### config.mk
export PLATFORM = sky130hd
export DESIGN_NAME = fp10_int_encoder
export DESIGN_NICKNAME = d
export VERILOG_FILES = /design/src/rtl/fp10_int_encoder.sv
export SDC_FILE = /design/constraint.sdc
export NUM_CORES = 1
export LEC_CHECK = 0
export CAP_MARGIN = 10
export CELL_PAD_IN_SITES_DETAIL_PLACEMENT = 0
export CELL_PAD_IN_SITES_GLOBAL_PLACEMENT = 2
export CORE_MARGIN = 4
export CORE_UTILIZATION = 36
export CTS_BUF_LIST = sky130_fd_sc_hd__clkbuf_4
export DETAILED_ROUTE_END_ITERATION = 10
export PLACE_DENSITY_LB_ADDON = 0.05
export SLEW_MARGIN = 15
export SYNTH_ARGS = -nofsm -noshare
export SYNTH_HDL_FRONTEND = slang
export SYNTH_SLANG_ARGS = --single-unit
### constraint.sdc
create_clock -name clk -period 5.1 [get_ports clk]
set_input_delay 0.765 -clock clk [delete_from_list [all_inputs] [get_ports clk]]
set_output_delay 0.765 -clock clk [all_outputs]
set_load 0.03 [all_outputs]
### src/rtl/fp10_int_encoder.sv
// Converts a 16-bit unsigned integer to FP10 {exp[3:0], frac[5:0]} by shifting left one bit per cycle until normalised.
// Latency is 16-p cycles for leading one at bit p (zero: 0 extra). The result is held in DONE until out_ready.
module fp10_int_encoder (
  input  logic        clk,
  input  logic        rst_n,
  input  logic        in_valid,
  output logic        in_ready,
  input  logic [15:0] in_data,
  output logic        out_valid,
  input  logic        out_ready,
  output logic [9:0]  out_fp,
  output logic        out_zero,
  output logic        out_inexact
);

  typedef enum logic [1:0] {
    S_IDLE,
    S_NORM,
    S_DONE
  } state_t;

  state_t      state_q, state_d;
  logic [15:0] sh_q, sh_d;
  logic [3:0]  e_q, e_d;
  logic [9:0]  fp_q, fp_d;
  logic        zero_q, zero_d;
  logic        inexact_q, inexact_d;

  always_ff @(posedge clk or negedge rst_n) begin
    if (!rst_n) begin
      state_q   <= S_IDLE;
      sh_q      <= '0;
      e_q       <= '0;
      fp_q      <= '0;
      zero_q    <= 1'b0;
      inexact_q <= 1'b0;
    end else begin
      state_q   <= state_d;
      sh_q      <= sh_d;
      e_q       <= e_d;
      fp_q      <= fp_d;
      zero_q    <= zero_d;
      inexact_q <= inexact_d;
    end
  end

  always_comb begin
    state_d   = state_q;
    sh_d      = sh_q;
    e_d       = e_q;
    fp_d      = fp_q;
    zero_d    = zero_q;
    inexact_d = inexact_q;
    case (state_q)
      S_IDLE: begin
        if (in_valid) begin
          if (in_data == 16'd0) begin
            fp_d      = '0;
            zero_d    = 1'b1;
            inexact_d = 1'b0;
            state_d   = S_DONE;
          end else begin
            sh_d    = in_data;
            e_d     = 4'd15;
            state_d = S_NORM;
          end
        end
      end
      S_NORM: begin
        // A nonzero value reaches bit 15 within 15 shifts, so e never wraps.
        if (sh_q[15]) begin
          fp_d      = {e_q, sh_q[14:9]};
          inexact_d = |sh_q[8:0];
          zero_d    = 1'b0;
          state_d   = S_DONE;
        end else begin
          sh_d = {sh_q[14:0], 1'b0};
          e_d  = e_q - 4'd1;
        end
      end
      S_DONE: begin
        if (out_ready) begin
          state_d = S_IDLE;
        end
      end
      default: state_d = S_IDLE;
    endcase
  end

  assign in_ready    = (state_q == S_IDLE);
  assign out_valid   = (state_q == S_DONE);
  assign out_fp      = fp_q;
  assign out_zero    = zero_q;
  assign out_inexact = inexact_q;

endmodule

==> run metrics, run 1 <==
fmax=0.365 GHz; pin slew with the least headroom to its limit=1150 ps; CTS hold repair buffers=0; Post-CTS Repair Setup Buffers=0; worst endpoint data arrival time=2990 ps; total of max-cap violations=0; CTS tree=built; worst path required time=5350 ps; post-synthesis compound-gate area fraction=0.253; Total GRT Usage=0.158; Setup TNS=0 ps; Crit path largest cell delay=590 ps; Setup crit start kind=input port; flops & latches, synth=34; Root Buffer=clkbuf_4; post-synthesis adder-cell area fraction=0.00786; leakage=0.881 nW; Max stage delay cell, worst path=or4_4; initial DRC count=45; I/O Buffers=33; most common cell in the synthesized netlist=dfrtp_1; 1st-pass router iterations=4; Resize count post-CTS=0; relative max-transition margin=0.230; Synth area leader=dfrtp_1; clock power share=0.114; Slew Limit Fails=0; status=finished, final reports clean; Wirelength per Cell=17.6 µm; initial antenna violation count=0; clk_skew=5.34 ps; fill cell count=398; Finished Cell Area=2000 µm²; yosys warns=0; Worst Setup SP=in_data[13]; CTS Buffer Depth=2; placed cell area=1950 µm²; worst hold margin=511 ps; die area=5550 µm²; Syn-to-layout area delta=25.6%; hold path endpoint=out_fp[5]; Top FF cell, synth=dfrtp_1; Sw Share=0.427; WS Path Type=in2reg; dpl hpwl=2800 µm; CTS clk-pin slew, worst paths=100 ps; depth of the CTS H-tree=2; multiplexer share of the synthesized area=0.0134; Post-synth top cells=34 x dfrtp_1, 20 x a21oi_1, 16 x and3_1; core area=4140 µm²; Seq/Total Area, Yosys=0.535; Die W=74.5 µm; share of layout cells above drive strength 1=0.0787; worst-path cell chain=clkdlybuf4s50_1 > or4_4 > or4_4 > a31oi_4 > o2bb2ai_1; Crit Path Max Fanout=15; hold depth=1; Top Ports=34; Routed Antenna Nets=0; worst reg2reg path startpoint=state_q[1]; Post-Synth XOR/XNOR Area=0; part of the power in combinational logic=0.478; flop-to-flop setup slack=2930 ps; vias per std cell=5.69; Final nets=199; Internal=692 µW; Critical Path Most Common Cell=or4_4; r2r worst-path depth=4; DR vias=1298; Avg Synthesized Cell Area=10.9 µm²; cell count after synthesis=146; post-synthesis net count=167; Worst-Skew Late Latency=330 ps; Clock Sinks=34; top cells by area, synth=dfrtp_1 53%, o2bb2ai_1 7.2%, a21oi_1 6.3%; IR drop worst, VDD=0.275 mV; Period Utilization, post-route=0.538; # diodes=0; Fin. Hold Viols=0; count of different cell masters after synthesis=28; Die Ht=74.5 µm; GRT overflow=0; first-pass GRT wire length=6600 µm; min-delay src=out_fp[5]; RSZ-0062 raised after global routing=false; Hold Path Class=reg2reg; row cnt=23; drt drc=0; P_sw=517 µW; Initial Util=0.384; RD Place Congestion=0.789; total CTS buffers=5; Worst Setup End Kind=register; setup violators final=0; P per Cell Area=605 nW/µm²; vias in the first global route=1381; Yosys top cell area share=0.535; largest net degree at the start of global routing=35; ys async rst share=1.00; Reg-to-Reg End=sh_q[14]; Flop pwr share=0.408; Simple-Gate Fraction of Synth Area=0.153; final WL=4000 µm; Mapped Area=1590 µm²; largest family of logic cells by synthesized area=compound AO/OA/AOI/OAI gates; Period minus WS final=2740 ps; number of synthesized flops with an enable pin=0
cells in the final DEF, fill, tap and decap left out, types with 2 or more instances in the layout:
cell,Yosys,layout
nor4_1,2,2
or4_1,2,2
clkdlybuf4s50_1,0,33
clkbuf_4,0,5
inv_1,5,5
o21ai_0,5,4
dfrtp_1,34,34
or4_4,3,3
a22o_1,11,11
nor2b_1,2,2
nand2b_1,2,2
a21oi_1,20,20
nor2_1,6,6
nor3_1,3,3
nand3_1,2,2
o2bb2ai_1,13,13
and3_1,16,16
clkinv_2,0,2
sequential cells by signal, summed over array words and instances (netlist names):
signal / count
out_inexact: 1
state_q: 2
out_zero: 1
e_q: 4
sh_q: 16
out_fp: 10
cell families (layout without fill, tap and decap cells):
family,after synthesis,count (layout)
AO/OA/AOI/OAI,55,55
AND/OR/NAND/NOR,40,40
flip-flops,34,34
buffers and inverters,14,46
multiplexers,2,2
adder cells (fa/ha/maj),1,1
area by class of cell:
type | instances | area, µm² | area share
Clock buffer | 5 | 37.5 | 0.0188
Clock inverter | 2 | 10.0 | 0.00501
Sequential cell | 34 | 851 | 0.426
Inverter | 5 | 18.8 | 0.00939
Timing Repair Buffer | 34 | 338 | 0.169
Tap cell | 50 | 62.6 | 0.0313
Multi-Input combinational cell | 98 | 681 | 0.341
metal layers:
layer,track usage,up-vias,routed length (µm),share of wire
met3,0.0365,5,233,0.058
li1,-,624,-,-
met5,0,-,0,0
met1,0.212,627,1900,0.48
met2,0.245,42,1820,0.45
met4,0.0711,0,48,0.012
critical path, delay by kind of cell:
kind                   cells  cell delay, ps
AOI/OAI and AO/OA          2             650
buffers and inverters      1             440
and+or+nand+nor            2            1120
power by group through the flow:
stage	clock [mW]	combinational [mW]	sequential (mW)
floorplan	0	0.324	0.549
global placement	0	0.576	0.496
detailed placement	0	0.579	0.496
CTS	0.146	0.583	0.493
global route	0.155	0.626	0.511
finish	0.137	0.578	0.494
worst max path at each step:
stage / to / slack (ps) / cells past startpoint
floorplan: sh_q[0] / 2610 / 4
global placement: sh_q[0] / 2020 / 5
detailed placement: out_inexact / 1910 / 5
CTS: out_inexact / 2300 / 5
global route: sh_q[5] / 2310 / 5
finish: sh_q[14] / 2360 / 5
stage by stage:
stage	util	std cells	power, mW	setup WS [ps]
final	0.482	228	1.21	2360
after global placement	0.471	221	1.07	2020
after global routing	0.482	228	1.29	2310
after CTS	0.482	228	1.22	2300
after detailed placement	0.471	221	1.07	1910
after floorplan	-	146	0.872	2610
Power figures use the tool's default switching activity.
==> inputs of run 2 (changes only) <==
CORE_UTILIZATION = 30   (was 36)
clock period = 2.3 ns   (was 5.1 ns; I/O delays follow)
==> run metrics, run 2 (synthesized netlist as in run 1, its figures left out) <==
vias per std cell=5.12 (was 5.69); Worst path top cell family by delay=simple AND/OR/NAND/NOR gates (unchanged); Hold Path Class=in2async (was reg2reg); depth of the CTS H-tree=2 (unchanged); Largest register FFs=16 (unchanged); row cnt=26 (was 23); Routed Antenna Nets=0 (unchanged); Worst Setup End Kind=register (unchanged); P per Cell Area=1330 nW/µm² (was 605 nW/µm²); Reg-to-Reg End=sh_q[3] (was sh_q[14]); DR vias=1377 (was 1298); CTS hold repair buffers=0 (unchanged); initial antenna violation count=0 (unchanged); worst reg2reg path startpoint=state_q[1] (unchanged); WP buf/inv=2 (was 1); Die W=80.8 µm (was 74.5 µm); final design utilization=0.431 (was 0.482); pin slew with the least headroom to its limit=442 ps (was 1150 ps); leakage=0.996 nW (was 0.881 nW); Worst Setup Slack, final=134 ps (was 2360 ps); die area=6530 µm² (was 5550 µm²); Slew Limit Fails=0 (unchanged); RD Place Congestion=0.746 (was 0.789); Crit path largest cell delay=590 ps (about the same); setup violators final=0 (unchanged); 1st-pass router iterations=4 (unchanged); share of layout cells above drive strength 1=0.171 (was 0.0787); core area=5140 µm² (was 4140 µm²); Fin. Hold Viols=0 (unchanged); CP endpoint=sh_q[3] (was sh_q[14]); flop-to-flop setup slack=640 ps (was 2930 ps); placed cell area=2150 µm² (was 1950 µm²); GRT overflow=0 (unchanged); drt drc=0 (unchanged); Resize count post-CTS=0 (unchanged); WS Path Type=in2reg (unchanged); Period minus WS final=2170 ps; Finished Cell Area=2220 µm² (was 2000 µm²); dpl hpwl=3120 µm (was 2800 µm); clk_skew=7.78 ps (was 5.34 ps); Wirelength per Cell=16.1 µm (was 17.6 µm); worst-path cell chain=clkdlybuf4s50_1 > or4_4 > or4_4 > a31oi_4 > buf_12 > o2bb2ai_1 (was clkdlybuf4s50_1 > or4_4 > or4_4 > a31oi_4 > o2bb2ai_1); status=finished, final reports clean (unchanged); Final nets=220 (was 199); Initial Util=0.310 (was 0.384); commonest non-fill, non-tap cells in the layout=34 x dfrtp_1, 33 x clkdlybuf4s50_1, 21 x buf_4 (was 34 x dfrtp_1, 33 x clkdlybuf4s50_1, 20 x a21oi_1); vias in the first global route=1438 (was 1381); CTS Buffer Depth=2 (unchanged); Top reg by flops=sh_q (unchanged); Overall Power=2.95 mW (was 1.21 mW); Setup crit start kind=input port (unchanged); Post-Place Worst Slack=-238 ps (was 1910 ps); Max stage delay cell, worst path=or4_4 (unchanged); Period Utilization, post-route=0.942; fmax=0.462 GHz; worst endpoint data arrival time=2420 ps (was 2990 ps); Root Buffer=clkbuf_4 (unchanged); IR drop worst, VDD=0.735 mV (was 0.275 mV); first-pass GRT wire length=7160 µm (was 6600 µm); Clock Sinks=34 (unchanged); r2r worst-path depth=6 (was 4); final WL=4340 µm (was 4000 µm); Worst-Skew Late Latency=340 ps (was 330 ps); initial DRC count=62 (was 45); RSZ-0062 raised after global routing=false (unchanged); Post-CTS Repair Setup Buffers=0 (unchanged); CTS tree=built (unchanged); relative max-transition margin=0.705 (was 0.230); total of max-cap violations=0 (unchanged); Syn-to-layout area delta=39.3% (was 25.6%); Die Ht=80.8 µm (was 74.5 µm); Setup TNS=0 ps (unchanged); Top Ports=34 (unchanged); # diodes=0 (unchanged); Critical Path Most Common Cell=or4_4 (unchanged); largest net degree at the start of global routing=35 (unchanged); Total GRT Usage=0.144 (was 0.158); CTS clk-pin slew, worst paths=110 ps (was 100 ps); total CTS buffers=5 (unchanged); fill cell count=519 (was 398); Worst Setup SP=in_data[10] (was in_data[13]); Crit Path Max Fanout=15 (unchanged); critical path depth in cells=6 (was 5); worst path required time=2560 ps (was 5350 ps); I/O Buffers=33 (unchanged); leading cell type in the layout, fill and taps excluded=dfrtp_1 (unchanged)
[run 2: cell types whose count changed in the layout (fill, tap and decap cells not counted)]
cell / change
bufinv_16: +1
o21ai_1: -1
clkinv_1: +1
buf_12: +1
o21ai_0: +1
clkinv_2: -2
buf_4: +20
[run 2: worst min-delay path by stage]
stage / start / to / depth (start not counted)
after detailed placement: out_fp[0] / out_fp[0] / 1
final: rst_n / sh_q[4] / 2
after floorplan: rst_n / e_q[0] / 0
after global placement: out_fp[6] / out_fp[6] / 1
after CTS: rst_n / sh_q[6] / 2
after global routing: rst_n / e_q[0] / 2
[run 2: where the power goes]
| part | internal, mW | switching [mW] |
|---|---|---|
| registers | 0.869 | 0.226 |
| clock network | 0.220 | 0.205 |
| logic | 0.670 | 0.758 |
| total | 1.76 | 1.19 |
[run 2: stage by stage]
step	std cells	hold WS, ps
final	269	416
after global routing	269	450
after CTS	269	427
after detailed placement	262	484
after global placement	262	482
after floorplan	146	49.4
[run 2: cell type report]
| class | count | area [µm²] | area share |
|---|---|---|---|
| sequential | 34 | 851 | 0.384 |
| multi-input combinational | 98 | 681 | 0.307 |
| timing repair buffer | 55 | 508 | 0.229 |
| clock inverter | 2 | 33.8 | 0.0152 |
| inverter | 5 | 18.8 | 0.00846 |
| clock buffer | 5 | 37.5 | 0.0169 |
| tap | 70 | 87.6 | 0.0395 |
[run 2: routing by layer]
metal	vias to the layer above	track usage	routed length [µm]	share of wire
met4	0	0.0405	36	0.0083
met2	39	0.222	2010	0.46
met5	-	0	0	0
li1	658	-	-	-
met3	4	0.0410	217	0.050
met1	676	0.197	2080	0.48
==> inputs of run 3 (changes only) <==
CAP_MARGIN = unset   (was 10)
CELL_PAD_IN_SITES_DETAIL_PLACEMENT = 1   (was 0)
CELL_PAD_IN_SITES_GLOBAL_PLACEMENT = 1   (was 2)
CORE_UTILIZATION = 37   (was 30)
SLEW_MARGIN = unset   (was 15)
==> run metrics, run 3 (synthesized netlist as in run 1, its figures left out) <==
status=finished, final reports clean (unchanged); worst-path cell chain=clkdlybuf4s50_1 > or4_1 > or4_4 > a31oi_4 > buf_4 > o2bb2ai_1 (was clkdlybuf4s50_1 > or4_4 > or4_4 > a31oi_4 > buf_12 > o2bb2ai_1); Worst path top cell family by delay=simple AND/OR/NAND/NOR gates (unchanged); vias in the first global route=1577 (was 1438); Max stage delay cell, worst path=or4_4 (unchanged); CTS clk-pin slew, worst paths=120 ps (was 110 ps); Initial Util=0.389 (was 0.310); core area=4090 µm² (was 5140 µm²); flop-to-flop setup slack=640 ps (about the same); leading cell type in the layout, fill and taps excluded=dfrtp_1 (unchanged); share of layout cells above drive strength 1=0.163 (was 0.171); # diodes=0 (unchanged); WP buf/inv=2 (unchanged); CTS tree=built (unchanged); placed cell area=2080 µm² (was 2150 µm²); Reg-to-Reg End=sh_q[0] (was sh_q[3]); leakage=0.969 nW (was 0.996 nW); RD Place Congestion=0.849 (was 0.746); Syn-to-layout area delta=35.8% (was 39.3%); Top reg by flops=sh_q (unchanged); RSZ-0062 raised after global routing=false (unchanged); Setup crit start kind=input port (unchanged); first-pass GRT wire length=8000 µm (was 7160 µm); row cnt=23 (was 26); P per Cell Area=1390 nW/µm² (was 1330 nW/µm²); r2r worst-path depth=4 (was 6); setup violators final=0 (unchanged); relative max-transition margin=0.608 (was 0.705); drt drc=0 (unchanged); Routed Antenna Nets=0 (unchanged); largest net degree at the start of global routing=35 (unchanged); clk_skew=9.54 ps (was 7.78 ps); Slew Limit Fails=0 (unchanged); Largest register FFs=16 (unchanged); worst path required time=2580 ps (was 2560 ps); Period Utilization, post-route=0.950 (was 0.942); I/O Buffers=33 (unchanged); depth of the CTS H-tree=2 (unchanged); Crit path largest cell delay=580 ps (was 590 ps); worst endpoint data arrival time=2460 ps (was 2420 ps); CTS Buffer Depth=2 (unchanged); Root Buffer=clkbuf_4 (unchanged); DR vias=1428 (was 1377); Hold Path Class=in2async (unchanged); Final nets=216 (was 220); fmax=0.458 GHz (was 0.462 GHz); Fin. Hold Viols=0 (unchanged); total of max-cap violations=0 (unchanged); Post-CTS Repair Setup Buffers=0 (unchanged); Finished Cell Area=2160 µm² (was 2220 µm²); final WL=4740 µm (was 4340 µm); die area=5410 µm² (was 6530 µm²); worst reg2reg path startpoint=state_q[1] (unchanged); total CTS buffers=5 (unchanged); Resize count post-CTS=0 (unchanged); Die W=73.6 µm (was 80.8 µm); dpl hpwl=3400 µm (was 3120 µm); pin slew with the least headroom to its limit=586 ps (was 442 ps); GRT overflow=0 (unchanged); Top Ports=34 (unchanged); Worst Setup End Kind=register (unchanged); vias per std cell=5.80 (was 5.12); CTS hold repair buffers=0 (unchanged); initial DRC count=110 (was 62); initial antenna violation count=0 (unchanged); Crit Path Max Fanout=8 (was 15); Clock Sinks=34 (unchanged); Overall Power=2.99 mW (was 2.95 mW); WS Path Type=in2reg (unchanged); 1st-pass router iterations=4 (unchanged); Die Ht=73.6 µm (was 80.8 µm); Worst-Skew Late Latency=360 ps (was 340 ps); commonest non-fill, non-tap cells in the layout=34 x dfrtp_1, 33 x clkdlybuf4s50_1, 20 x a21oi_1 (was 34 x dfrtp_1, 33 x clkdlybuf4s50_1, 21 x buf_4); Wirelength per Cell=19.3 µm (was 16.1 µm); IR drop worst, VDD=0.595 mV (was 0.735 mV); final design utilization=0.529 (was 0.431); Total GRT Usage=0.194 (was 0.144); Period minus WS final=2180 ps (was 2170 ps)
[run 3: area by class of cell]
class	count	area (µm²)
Tap cell	50	62.6
Multi-Input combinational cell	98	681
Inverter	5	18.8
Clock inverter	3	45.0
Sequential cell	34	851
Fill cell	457	1930
Clock buffer	5	37.5
Timing Repair Buffer	51	465
[run 3: how the worst max path moves through the flow]
stage / startpoint / to / slack (ps) / cells past startpoint
floorplan: in_data[10] / sh_q[0] / 230 / 4
global placement: in_data[2] / sh_q[0] / -220 / 5
detailed placement: in_data[2] / sh_q[8] / -270 / 6
CTS: in_data[2] / sh_q[8] / 100 / 6
global route: in_data[2] / sh_q[8] / 20 / 6
finish: in_data[2] / sh_q[8] / 120 / 6
[run 3: stage by stage]
stage / hold slack, ps / setup TNS (ps) / cells / setup slack (ps)
floorplan: 49.4 / 0 / 146 / 231
global placement: 486 / -4900 / 238 / -220
detailed placement: 481 / -5610 / 238 / -269
CTS: 402 / 0 / 246 / 100
global route: 435 / 0 / 246 / 22.9
finish: 395 / 0 / 246 / 116
[run 3: report_power, final]
part           leakage, nW  switching (mW)  internal [mW]
Clock               0.0374           0.232          0.228
Combinational        0.535           0.776          0.651
Sequential           0.397           0.238          0.869
[run 3: per-layer routing]
| layer | global-route usage | share of wire | up-vias |
|---|---|---|---|
| li1 | - | - | 657 |
| met1 | 0.257 | 0.45 | 726 |
| met2 | 0.309 | 0.48 | 34 |
| met3 | 0.0479 | 0.040 | 11 |
| met4 | 0.0644 | 0.025 | 0 |
| met5 | 0 | 0 | - |
